--- src/rtl/dram_path_scheduler_if.sv ---
// Request, DRAM command and path-buffer handshake bundle for dram_path_scheduler.
// The slave modport is the scheduler's view; master is the requester/DRAM side.
interface dram_path_scheduler_if #(
  parameter int ORAML     = 10,
  parameter int DDRAWidth = 30,
  parameter int DDRCWidth = 3
);
  logic                 AccessValid;
  logic                 AccessReady;
  logic [ORAML-1:0]     AccessLeaf;
  logic [1:0]           AccessMode;
  logic [DDRCWidth-1:0] DRAMCommand;
  logic [DDRAWidth-1:0] DRAMAddress;
  logic                 DRAMCommandValid;
  logic                 DRAMCommandReady;
  logic                 DRAMReadDataValid;
  logic                 BufPop;
  logic                 DRAMWriteDataValid;
  logic                 DRAMWriteDataReady;
  logic                 AccessDone;
  logic                 Busy;

  modport master (
    output AccessValid, AccessLeaf, AccessMode, DRAMCommandReady, DRAMReadDataValid,
           BufPop, DRAMWriteDataValid, DRAMWriteDataReady,
    input  AccessReady, DRAMCommand, DRAMAddress, DRAMCommandValid, AccessDone, Busy
  );

  modport slave (
    input  AccessValid, AccessLeaf, AccessMode, DRAMCommandReady, DRAMReadDataValid,
           BufPop, DRAMWriteDataValid, DRAMWriteDataReady,
    output AccessReady, DRAMCommand, DRAMAddress, DRAMCommandValid, AccessDone, Busy
  );
endinterface

--- src/rtl/dram_path_scheduler.sv ---
// Walks one ORAM tree path root-to-leaf, issuing DRAM burst reads then writes,
// throttled by path-buffer occupancy (reads) and write-data credit (writes).
module dram_path_scheduler #(
  parameter int ORAML      = 10,
  parameter int BktBursts  = 4,
  parameter int DDRAWidth  = 30,
  parameter int DDRCWidth  = 3,
  parameter int BurstShift = 3,
  parameter int BufDepth   = 64
) (
  input  logic                  Clock,
  input  logic                  Reset,
  dram_path_scheduler_if.slave  bus
);
  localparam int N    = (ORAML + 1) * BktBursts;
  localparam int LvlW = (ORAML > 0) ? $clog2(ORAML + 1) : 1;
  localparam int BW   = (BktBursts > 1) ? $clog2(BktBursts) : 1;
  localparam int OccW = $clog2(BufDepth + 1);
  localparam int CntW = $clog2(N + 1);

  localparam logic [LvlW-1:0]      LastLvl  = LvlW'(ORAML);
  localparam logic [BW-1:0]        LastB    = BW'(BktBursts - 1);
  localparam logic [CntW-1:0]      NCnt     = CntW'(N);
  localparam logic [OccW-1:0]      OccFull  = OccW'(BufDepth);
  localparam logic [DDRCWidth-1:0] CmdRead  = DDRCWidth'(1);
  localparam logic [DDRCWidth-1:0] CmdWrite = '0;

  typedef enum logic [1:0] {IDLE, READ, RDWAIT, WRITE} state_e;

  state_e               state_q, state_d;
  logic [ORAML-1:0]     leaf_q, leaf_d;
  logic [1:0]           mode_q, mode_d;
  logic [LvlW-1:0]      lvl_q, lvl_d;
  logic [BW-1:0]        b_q, b_d;
  logic [OccW-1:0]      occ_q, occ_d;
  logic [CntW-1:0]      wcr_q, wcr_d;
  logic [CntW-1:0]      ret_q, ret_d;
  logic                 done_q, done_d;
  logic                 cmd_valid_q, cmd_valid_d;
  logic [DDRCWidth-1:0] cmd_q, cmd_d;
  logic [DDRAWidth-1:0] addr_q, addr_d;

  logic cmd_hs, rd_hs, wr_hs, wd_hs, pop_ok, last_burst;

  // Level-l node on the path is (2^l - 1) + (leaf >> (ORAML - l)).
  function automatic logic [DDRAWidth-1:0] burst_addr(input logic [LvlW-1:0]  lvl,
                                                      input logic [ORAML-1:0] leaf,
                                                      input logic [BW-1:0]    b);
    logic [63:0] node;
    node = ((64'd1 << lvl) - 64'd1) + (64'(leaf) >> (ORAML - int'(lvl)));
    return DDRAWidth'((node * 64'(BktBursts) + 64'(b)) << BurstShift);
  endfunction

  always_comb begin
    state_d    = state_q;
    leaf_d     = leaf_q;
    mode_d     = mode_q;
    lvl_d      = lvl_q;
    b_d        = b_q;
    occ_d      = occ_q;
    wcr_d      = wcr_q;
    ret_d      = ret_q;
    done_d     = 1'b0;
    cmd_hs     = cmd_valid_q && bus.DRAMCommandReady;
    rd_hs      = cmd_hs && (state_q == READ);
    wr_hs      = cmd_hs && (state_q == WRITE);
    wd_hs      = bus.DRAMWriteDataValid && bus.DRAMWriteDataReady;
    pop_ok     = bus.BufPop && (occ_q != '0);
    last_burst = (lvl_q == LastLvl) && (b_q == LastB);

    if (rd_hs && !pop_ok)      occ_d = occ_q + OccW'(1);
    else if (!rd_hs && pop_ok) occ_d = occ_q - OccW'(1);

    if (state_q != IDLE) begin
      if (wd_hs && !wr_hs && (wcr_q != NCnt)) wcr_d = wcr_q + CntW'(1);
      else if (!wd_hs && wr_hs)               wcr_d = wcr_q - CntW'(1);
    end

    // Returns may overlap the tail of the read-issue phase, so count them in READ too.
    if (((state_q == READ) || (state_q == RDWAIT)) && bus.DRAMReadDataValid && (ret_q != NCnt))
      ret_d = ret_q + CntW'(1);

    if (cmd_hs) begin
      if (b_q == LastB) begin
        b_d   = '0;
        lvl_d = lvl_q + LvlW'(1);
      end else begin
        b_d = b_q + BW'(1);
      end
    end

    case (state_q)
      IDLE: begin
        wcr_d = '0;
        if (bus.AccessValid) begin
          leaf_d = bus.AccessLeaf;
          mode_d = bus.AccessMode;
          lvl_d  = '0;
          b_d    = '0;
          ret_d  = '0;
          case (bus.AccessMode)
            2'b01, 2'b11: state_d = READ;
            2'b10:        state_d = WRITE;
            default:      done_d  = 1'b1;
          endcase
        end
      end
      READ: begin
        if (rd_hs && last_burst) begin
          state_d = RDWAIT;
          lvl_d   = '0;
          b_d     = '0;
        end
      end
      RDWAIT: begin
        if (ret_d == NCnt) begin
          if (mode_q == 2'b11) begin
            state_d = WRITE;
          end else begin
            state_d = IDLE;
            done_d  = 1'b1;
          end
        end
      end
      WRITE: begin
        if (wr_hs && last_burst) begin
          state_d = IDLE;
          done_d  = 1'b1;
          wcr_d   = '0;
        end
      end
      default: state_d = IDLE;
    endcase

    // Command outputs are registered from next state; they only change on handshake.
    cmd_valid_d = ((state_d == READ) && (occ_d < OccFull)) ||
                  ((state_d == WRITE) && (wcr_d != '0));
    cmd_d       = (state_d == READ) ? CmdRead : CmdWrite;
    addr_d      = ((state_d == READ) || (state_d == WRITE)) ? burst_addr(lvl_d, leaf_d, b_d) : '0;
  end

  always_ff @(posedge Clock or negedge Reset) begin
    if (!Reset) begin
      state_q     <= IDLE;
      leaf_q      <= '0;
      mode_q      <= '0;
      lvl_q       <= '0;
      b_q         <= '0;
      occ_q       <= '0;
      wcr_q       <= '0;
      ret_q       <= '0;
      done_q      <= 1'b0;
      cmd_valid_q <= 1'b0;
      cmd_q       <= '0;
      addr_q      <= '0;
    end else begin
      state_q     <= state_d;
      leaf_q      <= leaf_d;
      mode_q      <= mode_d;
      lvl_q       <= lvl_d;
      b_q         <= b_d;
      occ_q       <= occ_d;
      wcr_q       <= wcr_d;
      ret_q       <= ret_d;
      done_q      <= done_d;
      cmd_valid_q <= cmd_valid_d;
      cmd_q       <= cmd_d;
      addr_q      <= addr_d;
    end
  end

`ifdef SIMULATION
  always @(posedge Clock) begin
    if (Reset && bus.BufPop && (occ_q == '0))
      $warning("BufPop with empty path buffer ignored");
  end
`endif

  assign bus.AccessReady      = (state_q == IDLE);
  assign bus.Busy             = (state_q != IDLE);
  assign bus.AccessDone       = done_q;
  assign bus.DRAMCommandValid = cmd_valid_q;
  assign bus.DRAMCommand      = cmd_q;
  assign bus.DRAMAddress      = addr_q;
endmodule

--- src/flat_wrapper.sv ---
// flat-port wrapper written by rule: the top's interface ports become plain ports
module dram_path_scheduler_flat 
#(
  parameter int ORAML      = 10,
  parameter int BktBursts  = 4,
  parameter int DDRAWidth  = 30,
  parameter int DDRCWidth  = 3,
  parameter int BurstShift = 3,
  parameter int BufDepth   = 64
)
  (Clock, Reset, bus_AccessValid, bus_AccessLeaf, bus_AccessMode, bus_DRAMCommandReady, bus_DRAMReadDataValid, bus_BufPop, bus_DRAMWriteDataValid, bus_DRAMWriteDataReady, bus_AccessReady, bus_DRAMCommand, bus_DRAMAddress, bus_DRAMCommandValid, bus_AccessDone, bus_Busy);
  dram_path_scheduler_if #(.ORAML(ORAML), .DDRAWidth(DDRAWidth), .DDRCWidth(DDRCWidth)) bus_i ();
  input  logic Clock;
  input  logic Reset;
  input wire logic [$bits(bus_i.AccessValid)-1:0] bus_AccessValid;
  input wire logic [$bits(bus_i.AccessLeaf)-1:0] bus_AccessLeaf;
  input wire logic [$bits(bus_i.AccessMode)-1:0] bus_AccessMode;
  input wire logic [$bits(bus_i.DRAMCommandReady)-1:0] bus_DRAMCommandReady;
  input wire logic [$bits(bus_i.DRAMReadDataValid)-1:0] bus_DRAMReadDataValid;
  input wire logic [$bits(bus_i.BufPop)-1:0] bus_BufPop;
  input wire logic [$bits(bus_i.DRAMWriteDataValid)-1:0] bus_DRAMWriteDataValid;
  input wire logic [$bits(bus_i.DRAMWriteDataReady)-1:0] bus_DRAMWriteDataReady;
  output wire logic [$bits(bus_i.AccessReady)-1:0] bus_AccessReady;
  output wire logic [$bits(bus_i.DRAMCommand)-1:0] bus_DRAMCommand;
  output wire logic [$bits(bus_i.DRAMAddress)-1:0] bus_DRAMAddress;
  output wire logic [$bits(bus_i.DRAMCommandValid)-1:0] bus_DRAMCommandValid;
  output wire logic [$bits(bus_i.AccessDone)-1:0] bus_AccessDone;
  output wire logic [$bits(bus_i.Busy)-1:0] bus_Busy;
  assign bus_i.AccessValid = bus_AccessValid;
  assign bus_i.AccessLeaf = bus_AccessLeaf;
  assign bus_i.AccessMode = bus_AccessMode;
  assign bus_i.DRAMCommandReady = bus_DRAMCommandReady;
  assign bus_i.DRAMReadDataValid = bus_DRAMReadDataValid;
  assign bus_i.BufPop = bus_BufPop;
  assign bus_i.DRAMWriteDataValid = bus_DRAMWriteDataValid;
  assign bus_i.DRAMWriteDataReady = bus_DRAMWriteDataReady;
  assign bus_AccessReady = bus_i.AccessReady;
  assign bus_DRAMCommand = bus_i.DRAMCommand;
  assign bus_DRAMAddress = bus_i.DRAMAddress;
  assign bus_DRAMCommandValid = bus_i.DRAMCommandValid;
  assign bus_AccessDone = bus_i.AccessDone;
  assign bus_Busy = bus_i.Busy;
  dram_path_scheduler #(.ORAML(ORAML), .BktBursts(BktBursts), .DDRAWidth(DDRAWidth), .DDRCWidth(DDRCWidth), .BurstShift(BurstShift), .BufDepth(BufDepth)) u_core (.Clock(Clock), .Reset(Reset), .bus(bus_i));
endmodule
--- config.mk ---
export PLATFORM = sky130hd
export DESIGN_NAME = dram_path_scheduler_flat
export DESIGN_NICKNAME = d
export VERILOG_FILES = /design/src/rtl/dram_path_scheduler_if.sv /design/src/rtl/dram_path_scheduler.sv /design/src/flat_wrapper.sv
export SDC_FILE = /design/constraint.sdc
export NUM_CORES = 1
export LEC_CHECK = 0
export CAP_MARGIN = 20
export CORE_MARGIN = 1
export CORE_UTILIZATION = 41
export DETAILED_ROUTE_END_ITERATION = 16
export HOLD_SLACK_MARGIN = 0.1
export PLACE_DENSITY = 0.67
export REMOVE_ABC_BUFFERS = 1
export SLEW_MARGIN = 20
export SYNTH_ARGS = -nofsm -noshare
export SYNTH_HDL_FRONTEND = slang
export SYNTH_SLANG_ARGS = --single-unit
--- constraint.sdc ---
create_clock -name Clock -period 6.2 [get_ports Clock]
set_clock_uncertainty 0.1 [all_clocks]
set_input_delay 1.24 -clock Clock [delete_from_list [all_inputs] [get_ports Clock]]
set_output_delay 1.24 -clock Clock [all_outputs]
set_load 0.005 [all_outputs]
==> results.py, run 1 <==
metrics = {
    "routing": {
        "drt_iter0_drc": 242,
        "drc": 0,
        "vias": 4331,
        "viasPerCell": 5.434,
        "wl_per_cell_um": 13.93,
        "ant_nets": 0,
        "drt-pass1-iter-count": 4,
        "routed_wl_um": 11100,
    },
    "timing": {
        "relSlewSlack_pct": 36.61,
        "drv_slew": 0,
        "finalHoldViolCount": 0,
        "finalSetupViolCount": 0,
        "worst_slew_pin_slew_ns": 0.9508,
        "min_period_ns": 5.887,
        "timing.final.crit_share_pct": 94.96,
        "fmax_mhz": 169.9,
    },
    "clocking": {
        "cts_buffers": 9,
        "cts_tree": "built",
        "clk_pin_slew_ns": 0.06,
        "root_buffer": "clkbuf_16",
        "clkLatencyLatePin_ns": 0.35,
        "clock_sinks": 69,
        "hold_buffers": 0,
        "clockBufferDepth": 2,
        "htree_num_levels": 3,
    },
    "pwr": {
        "total_power_mw": 1.871,
        "swShare_pct": 37.26,
        "comb_power_share_pct": 37.6,
        "power_density_nw_per_um2": 306.9,
        "seq_power_share_pct": 32.6,
        "power_switching_mw": 0.6972,
        "peakVddDrop_mv": 0.1544,
        "p_leak_nw": 2.795,
        "clockPowerShare_pct": 29.8,
        "p_int_mw": 1.174,
    },
    "finish": {
        "final_common_cell": "dfrtp_1",
        "drive_above_1_share_pct": 10.62,
        "fill_cells": 1120,
        "fin_util_pct": 50.97,
        "final_cell_mix": "dfrtp_1 (69), nand2_1 (68), inv_1 (54), nor2_1 (54), clkdlybuf4s50_1 (50)",
        "antenna_cells": 0,
        "final_cells": 797,
        "area_growth_syn_to_layout_pct": 21.22,
        "nets": 714,
        "finalInstanceArea_um2": 6097,
    },
    "grt": {
        "grt_pass1_vias": 4256,
        "antenna_found_initial": 0,
        "overflow": 0,
        "grt_usage_pct": 19.11,
        "grt_max_degree": 70,
        "grt_pass1_wl_um": 19560,
    },
    "placed_design": {
        "dp_hpwl_um": 8336,
        "portBuffers": 51,
        "dp_cells": 780,
        "dpl_cell_area_um2": 5751,
        "routabilityCongestion": 0.8308,
    },
    "yosys": {
        "syn_inst": 580,
        "ys_async_sr_fraction_pct": 100.0,
        "synth-seq-cells": 69,
        "ys_warn_count": 0,
        "synth_edf_count": 0,
        "syn_area_per_cell_um2": 8.672,
        "yosysSeqAreaShare_pct": 34.33,
        "synth.cell_area_um2": 5030,
        "synth_cell_types": 72,
        "ys.flop_type": "dfrtp_1",
    },
    "setup_path": {
        "setup.worst_path.start_class": "input pin",
        "worst_setup_path_end_kind": "flop",
        "required_ns": 6.35,
        "path_delay_family": "compound AO/OA/AOI/OAI gates",
        "path_cells": "clkdlybuf4s50_1 > nand3_1 > o21ai_1 > and2_1 > nor2_2 > ha_1 > nor2_1 > nand2_1 > mux2i_2 > nor2b_1 > a22oi_1 > ha_1 > inv_1 > ha_1 > inv_1 > fa_1 > nor2b_1 > o31a_1 > o311a_1 > o311a_1 > o211ai_1 > a211oi_1 > nor4_2",
        "ff2ff_setup_slack_ns": 0.84,
        "cp_max_fo": 5,
        "critPathMaxStageDelay_ns": 0.52,
        "path_buf_inv": 3,
        "critPathSlowestCell": "clkdlybuf4s50_1",
        "crit_top_cell": "ha_1",
        "crit_arrival_ns": 6.03,
        "crit_type": "in -> reg",
    },
    "run_status": {
        "status": "finished, final reports clean",
    },
    "floorplanning": {
        "start_util_pct": 42.05,
        "coreArea_um2": 11960,
        "rows": 40,
        "die-height_um": 112.8,
        "die_x_um": 112.8,
        "ios": 57,
        "die_area_um2": 12710,
    },
    "run": {
        "cap_violations": 0,
    },
    "worst_hold_path": {
        "worstHoldPathType": "reg -> reg",
    },
}
==> flip-flops by register name, summed over array words and instances (netlist names) <==
name / count
u_core.ret_q: 6
u_core.mode_q: 2
u_core.bus.DRAMCommand: 1
u_core.bus.AccessDone: 1
u_core.state_q: 2
u_core.b_q: 2
u_core.leaf_q: 10
u_core.bus.DRAMCommandValid: 1
u_core.wcr_q: 6
u_core.occ_q: 7
u_core.bus.DRAMAddress: 27
u_core.lvl_q: 4
==> through the flow <==
step	hold slack (ns)	setup TNS, ns	setup WS (ns)
2_1_floorplan	0.3374	-1.438	-0.2776
3_3_place_gp	0.3506	0	0.1225
3_5_place_dp	0.3574	-0.01321	-0.01321
4_1_cts	0.3724	0	0.3261
5_1_grt	0.3902	-0.2062	-0.06419
6_report	0.3697	0	0.3126
==> cells by family (layout without fill, tap and decap cells) <==
group | count (synthesis) | count (layout) | share of synthesized area (%)
buf+inv | 76 | 142 | 6.542
flops | 69 | 69 | 34.33
other cells | 1 | 5 | 0.07456
xor+xnor | 17 | 17 | 3.109
fa+ha+maj | 49 | 49 | 12.34
simple gates | 222 | 222 | 22.16
mux | 22 | 22 | 4.776
compound gates | 124 | 124 | 16.67
==> metal layers <==
| metal | vias up | global-route usage [%] | share of wire (%) |
|---|---|---|---|
| met5 | - | 0 | 0 |
| met4 | 0 | 8.889 | 2.1 |
| met3 | 16 | 2.946 | 3.8 |
| met2 | 89 | 31.89 | 48 |
| met1 | 2072 | 24.40 | 46 |
| li1 | 2154 | - | - |
==> area by class of cell <==
cell class	count	area, µm²	area share (%)
multi-input combinational	439	3003	49.25
sequential	69	1727	28.32
timing repair buffer	70	648.1	10.63
clock buffer	9	225.2	3.694
inverter	56	210.2	3.448
tap	147	183.9	3.017
clock inverter	7	100.1	1.642
==> tightest hold or removal path: stages (launching register included) <==
cell	delay (ns)
dfrtp_1	0.33
nand2_1	0.05
nand2_1	0.06
==> path summary, 6_finish.rpt <==
kind	cells past startpoint	start	to
max	23	bus_DRAMCommandReady	u_core.bus.DRAMAddress[20]
min	2	u_core.mode_q[0]	u_core.mode_q[0]
max reg2reg	24	u_core.state_q[1]	u_core.bus.DRAMAddress[20]
min reg2reg	2	u_core.mode_q[0]	u_core.mode_q[0]
max in group asynchronous	2	Reset	u_core.bus.DRAMAddress[16]
min in group asynchronous	2	Reset	u_core.occ_q[3]
==> synthesized netlist by cell type, types with 4 or more instances <==
cell      count  area share, %
and4_1        5           0.87
nor3_2        6            1.2
xnor2_1      10            1.7
nand2_1      68            5.1
nand3_1      21            2.1
nor3_1       12            1.2
a21oi_1      36            3.6
o211ai_1      4           0.60
or3_1         5           0.62
ha_1         48             12
xor2_1        6            1.0
mux2_2        6            1.3
a21o_1        4           0.60
nor2_1       55            4.1
inv_1        54            4.0
a211oi_1      4           0.60
clkbuf_1      8           0.60
and3_1        6           0.75
a31oi_1       5           0.62
buf_2         5           0.50
nand4_1       4           0.50
mux2i_1      15            3.0
nand2b_1      6           0.75
buf_4         5           0.75
and2_1       10            1.2
nand3b_1      4           0.60
nor2b_1       4           0.50
dfrtp_1      69             34
o21ai_0      25            2.5
a22oi_1       8            1.2
==> what timing repair did <==
action / in CTS / in global routing
resized for setup: 0 / 4
setup buffers: 0 / 1
setup endpoints to repair: 0 / 6
==> power groups by stage <==
stage / combinational [mW] / sequential [mW] / clock [mW]
finish: 0.704 / 0.610 / 0.557
global placement: 0.678 / 0.615 / 0
floorplan: 0.482 / 0.600 / 0
global route: 0.797 / 0.624 / 0.588
detailed placement: 0.702 / 0.617 / 0
CTS: 0.707 / 0.610 / 0.574
Power figures use the tool's default switching activity.
==> run 2: changes to the inputs <==
--- a/config.mk
+++ b/config.mk
@@ -5,14 +5,14 @@
 export SDC_FILE = /design/constraint.sdc
 export NUM_CORES = 1
 export LEC_CHECK = 0
-export CAP_MARGIN = 20
+export CAP_MARGIN = 30
 export CORE_MARGIN = 1
 export CORE_UTILIZATION = 41
 export DETAILED_ROUTE_END_ITERATION = 16
 export HOLD_SLACK_MARGIN = 0.1
 export PLACE_DENSITY = 0.67
 export REMOVE_ABC_BUFFERS = 1
-export SLEW_MARGIN = 20
+export SLEW_MARGIN = 10
 export SYNTH_ARGS = -nofsm -noshare
 export SYNTH_HDL_FRONTEND = slang
 export SYNTH_SLANG_ARGS = --single-unit
==> run 2 against run 1 <==
Effect of this change: register-to-register slack hardly changed; hold slack hardly changed; sequential share of layout area is 0.25 points lower; largest cell class unchanged; largest power group unchanged; highest routed layer unchanged.
==> results.py, run 2 (synthesis gave the netlist of run 1 again) <==
metrics = {
    "finish": {
        "ff_latch_area_um2": 1727,
        "nets": 716,
        "largest_reg_flops": 27,
        "final_cell_mix": "dfrtp_1 (69), nand2_1 (68), inv_1 (54), nor2_1 (54), clkdlybuf4s50_1 (50)",
        "area_growth_syn_to_layout_pct": 22.31,
        "antenna_cells": 0,
        "multi_input_area_um2": 3003,
        "fill_cells": 1115,
        "final_common_cell": "dfrtp_1",
        "drive_above_1_share_pct": 10.89,
    },
    "grt": {
        "grt_pass1_wl_um": 19560,
        "grt_max_degree": 70,
        "overflow": 0,
        "grt_pass1_vias": 4256,
        "grt_usage_pct": 19.11,
        "antenna_found_initial": 0,
    },
    "floorplanning": {
        "rows": 40,
        "start_util_pct": 42.05,
        "die_x_um": 112.8,
        "coreArea_um2": 11960,
        "ios": 57,
        "die-height_um": 112.8,
        "die_area_um2": 12710,
    },
    "routing": {
        "drt_iter0_drc": 258,
        "viasPerCell": 5.429,
        "vias": 4338,
        "routed_wl_um": 11150,
        "ant_nets": 0,
        "wl_per_cell_um": 13.95,
        "drt-pass1-iter-count": 5,
        "drc": 0,
    },
    "clocking": {
        "clock_sinks": 69,
        "clk_pin_slew_ns": 0.06,
        "root_buffer": "clkbuf_16",
        "clkLatencyLatePin_ns": 0.35,
        "clockBufferDepth": 2,
        "htree_num_levels": 3,
        "cts_tree": "built",
        "cts_buffers": 9,
    },
    "pwr": {
        "total_power_mw": 1.903,
        "seq_power_share_pct": 32.0,
        "p_int_mw": 1.199,
        "comb_power_share_pct": 38.7,
        "p_leak_nw": 2.821,
        "swShare_pct": 36.99,
        "power_density_nw_per_um2": 309.4,
        "power_switching_mw": 0.7041,
        "clockPowerShare_pct": 29.3,
        "peakVddDrop_mv": 0.1305,
    },
    "setup_path": {
        "crit_arrival_ns": 6.03,
        "required_ns": 6.35,
        "setup.worst_path.start_class": "input pin",
        "crit_type": "in -> reg",
        "worst_setup_path_end_kind": "flop",
        "cp_max_fo": 5,
    },
    "placed_design": {
        "portBuffers": 51,
        "dp_hpwl_um": 8336,
        "routabilityCongestion": 0.8308,
        "dp_slack_ns": -0.01321,
    },
    "timing": {
        "min_period_ns": 5.883,
        "timing.final.crit_share_pct": 94.89,
        "final.setup.tns_ns": 0,
        "setup_ws_ns": 0.3169,
        "finalSetupViolCount": 0,
        "finalHoldViolCount": 0,
        "drv_slew": 0,
        "fmax_mhz": 170.0,
    },
    "run_status": {
        "status": "finished, final reports clean",
    },
    "run": {
        "cap_violations": 0,
    },
    "worst_hold_path": {
        "worstHoldPathType": "reg -> reg",
    },
}
[run 2: cell type report]
class	instances	share of cell area (%)
clock buffers	9	3.661
clock inverters	7	1.627
inverters	56	3.417
multi-input cells	439	48.81
flip-flops and latches	69	28.07
well taps	147	2.990
repair buffers	72	11.43
[run 2: worst paths after layout]
check	start	to	slack, ns	depth (start not counted)
worst max register to register	u_core.state_q[1]	u_core.bus.DRAMAddress[20]	0.85	24
worst min-delay path	u_core.mode_q[0]	u_core.mode_q[0]	0.37	2
min in group asynchronous	Reset	u_core.occ_q[3]	0.72	2
worst min register to register	u_core.mode_q[0]	u_core.mode_q[0]	0.37	2
worst max-delay path	bus_DRAMCommandReady	u_core.bus.DRAMAddress[20]	0.32	23
max in group asynchronous	Reset	u_core.bus.DRAMAddress[11]	4.74	3
[run 2: what timing repair did]
item | 4_1_cts | 5_1_grt
endpoints found under the setup margin | 0 | 5
gates resized for setup | 0 | 4
setup buffers | 0 | 1
hold buffers | 0 | 0
[run 2: power by group through the flow]
| stage | sequential (mW) | combinational (mW) | clock, mW |
|---|---|---|---|
| after floorplan | 0.600 | 0.482 | 0 |
| after global placement | 0.615 | 0.678 | 0 |
| after detailed placement | 0.617 | 0.702 | 0 |
| after CTS | 0.610 | 0.707 | 0.574 |
| after global routing | 0.624 | 0.829 | 0.588 |
| final | 0.610 | 0.736 | 0.557 |
[run 2: worst max-delay path, cell delays in order]
cell and delay (ns):
clkdlybuf4s50_1 0.52, nand3_1 0.11, o21ai_1 0.22, and2_1 0.21
nor2_2 0.07, ha_1 0.21, nor2_1 0.14, nand2_1 0.08
mux2i_2 0.28, nor2b_1 0.25, a22oi_1 0.12, ha_1 0.30
inv_1 0.04, ha_1 0.22, inv_1 0.08, fa_1 0.17
nor2b_1 0.06, o31a_1 0.26, o311a_1 0.33, o311a_1 0.34
o211ai_1 0.35, a211oi_1 0.15, nor4_2 0.27
[run 2: per-layer routing]
layer	vias to the layer above	track usage [%]	routed length, µm
met3	16	2.946	361
met4	0	8.889	233
li1	2161	-	-
met1	2071	24.40	5215
met5	-	0	0
met2	90	31.89	5338
[run 2: stage by stage]
| step | utilization [%] | hold slack, ns | cells | area, µm² |
|---|---|---|---|---|
| after global routing | 51.43 | 0.3902 | 799 | 6152 |
| after floorplan | - | 0.3374 | 564 | 4926 |
| after CTS | 50.80 | 0.3724 | 796 | 6076 |
| after global placement | 48.08 | 0.3506 | 780 | 5751 |
| after detailed placement | 48.08 | 0.3574 | 780 | 5751 |
| final | 51.43 | 0.3694 | 799 | 6152 |
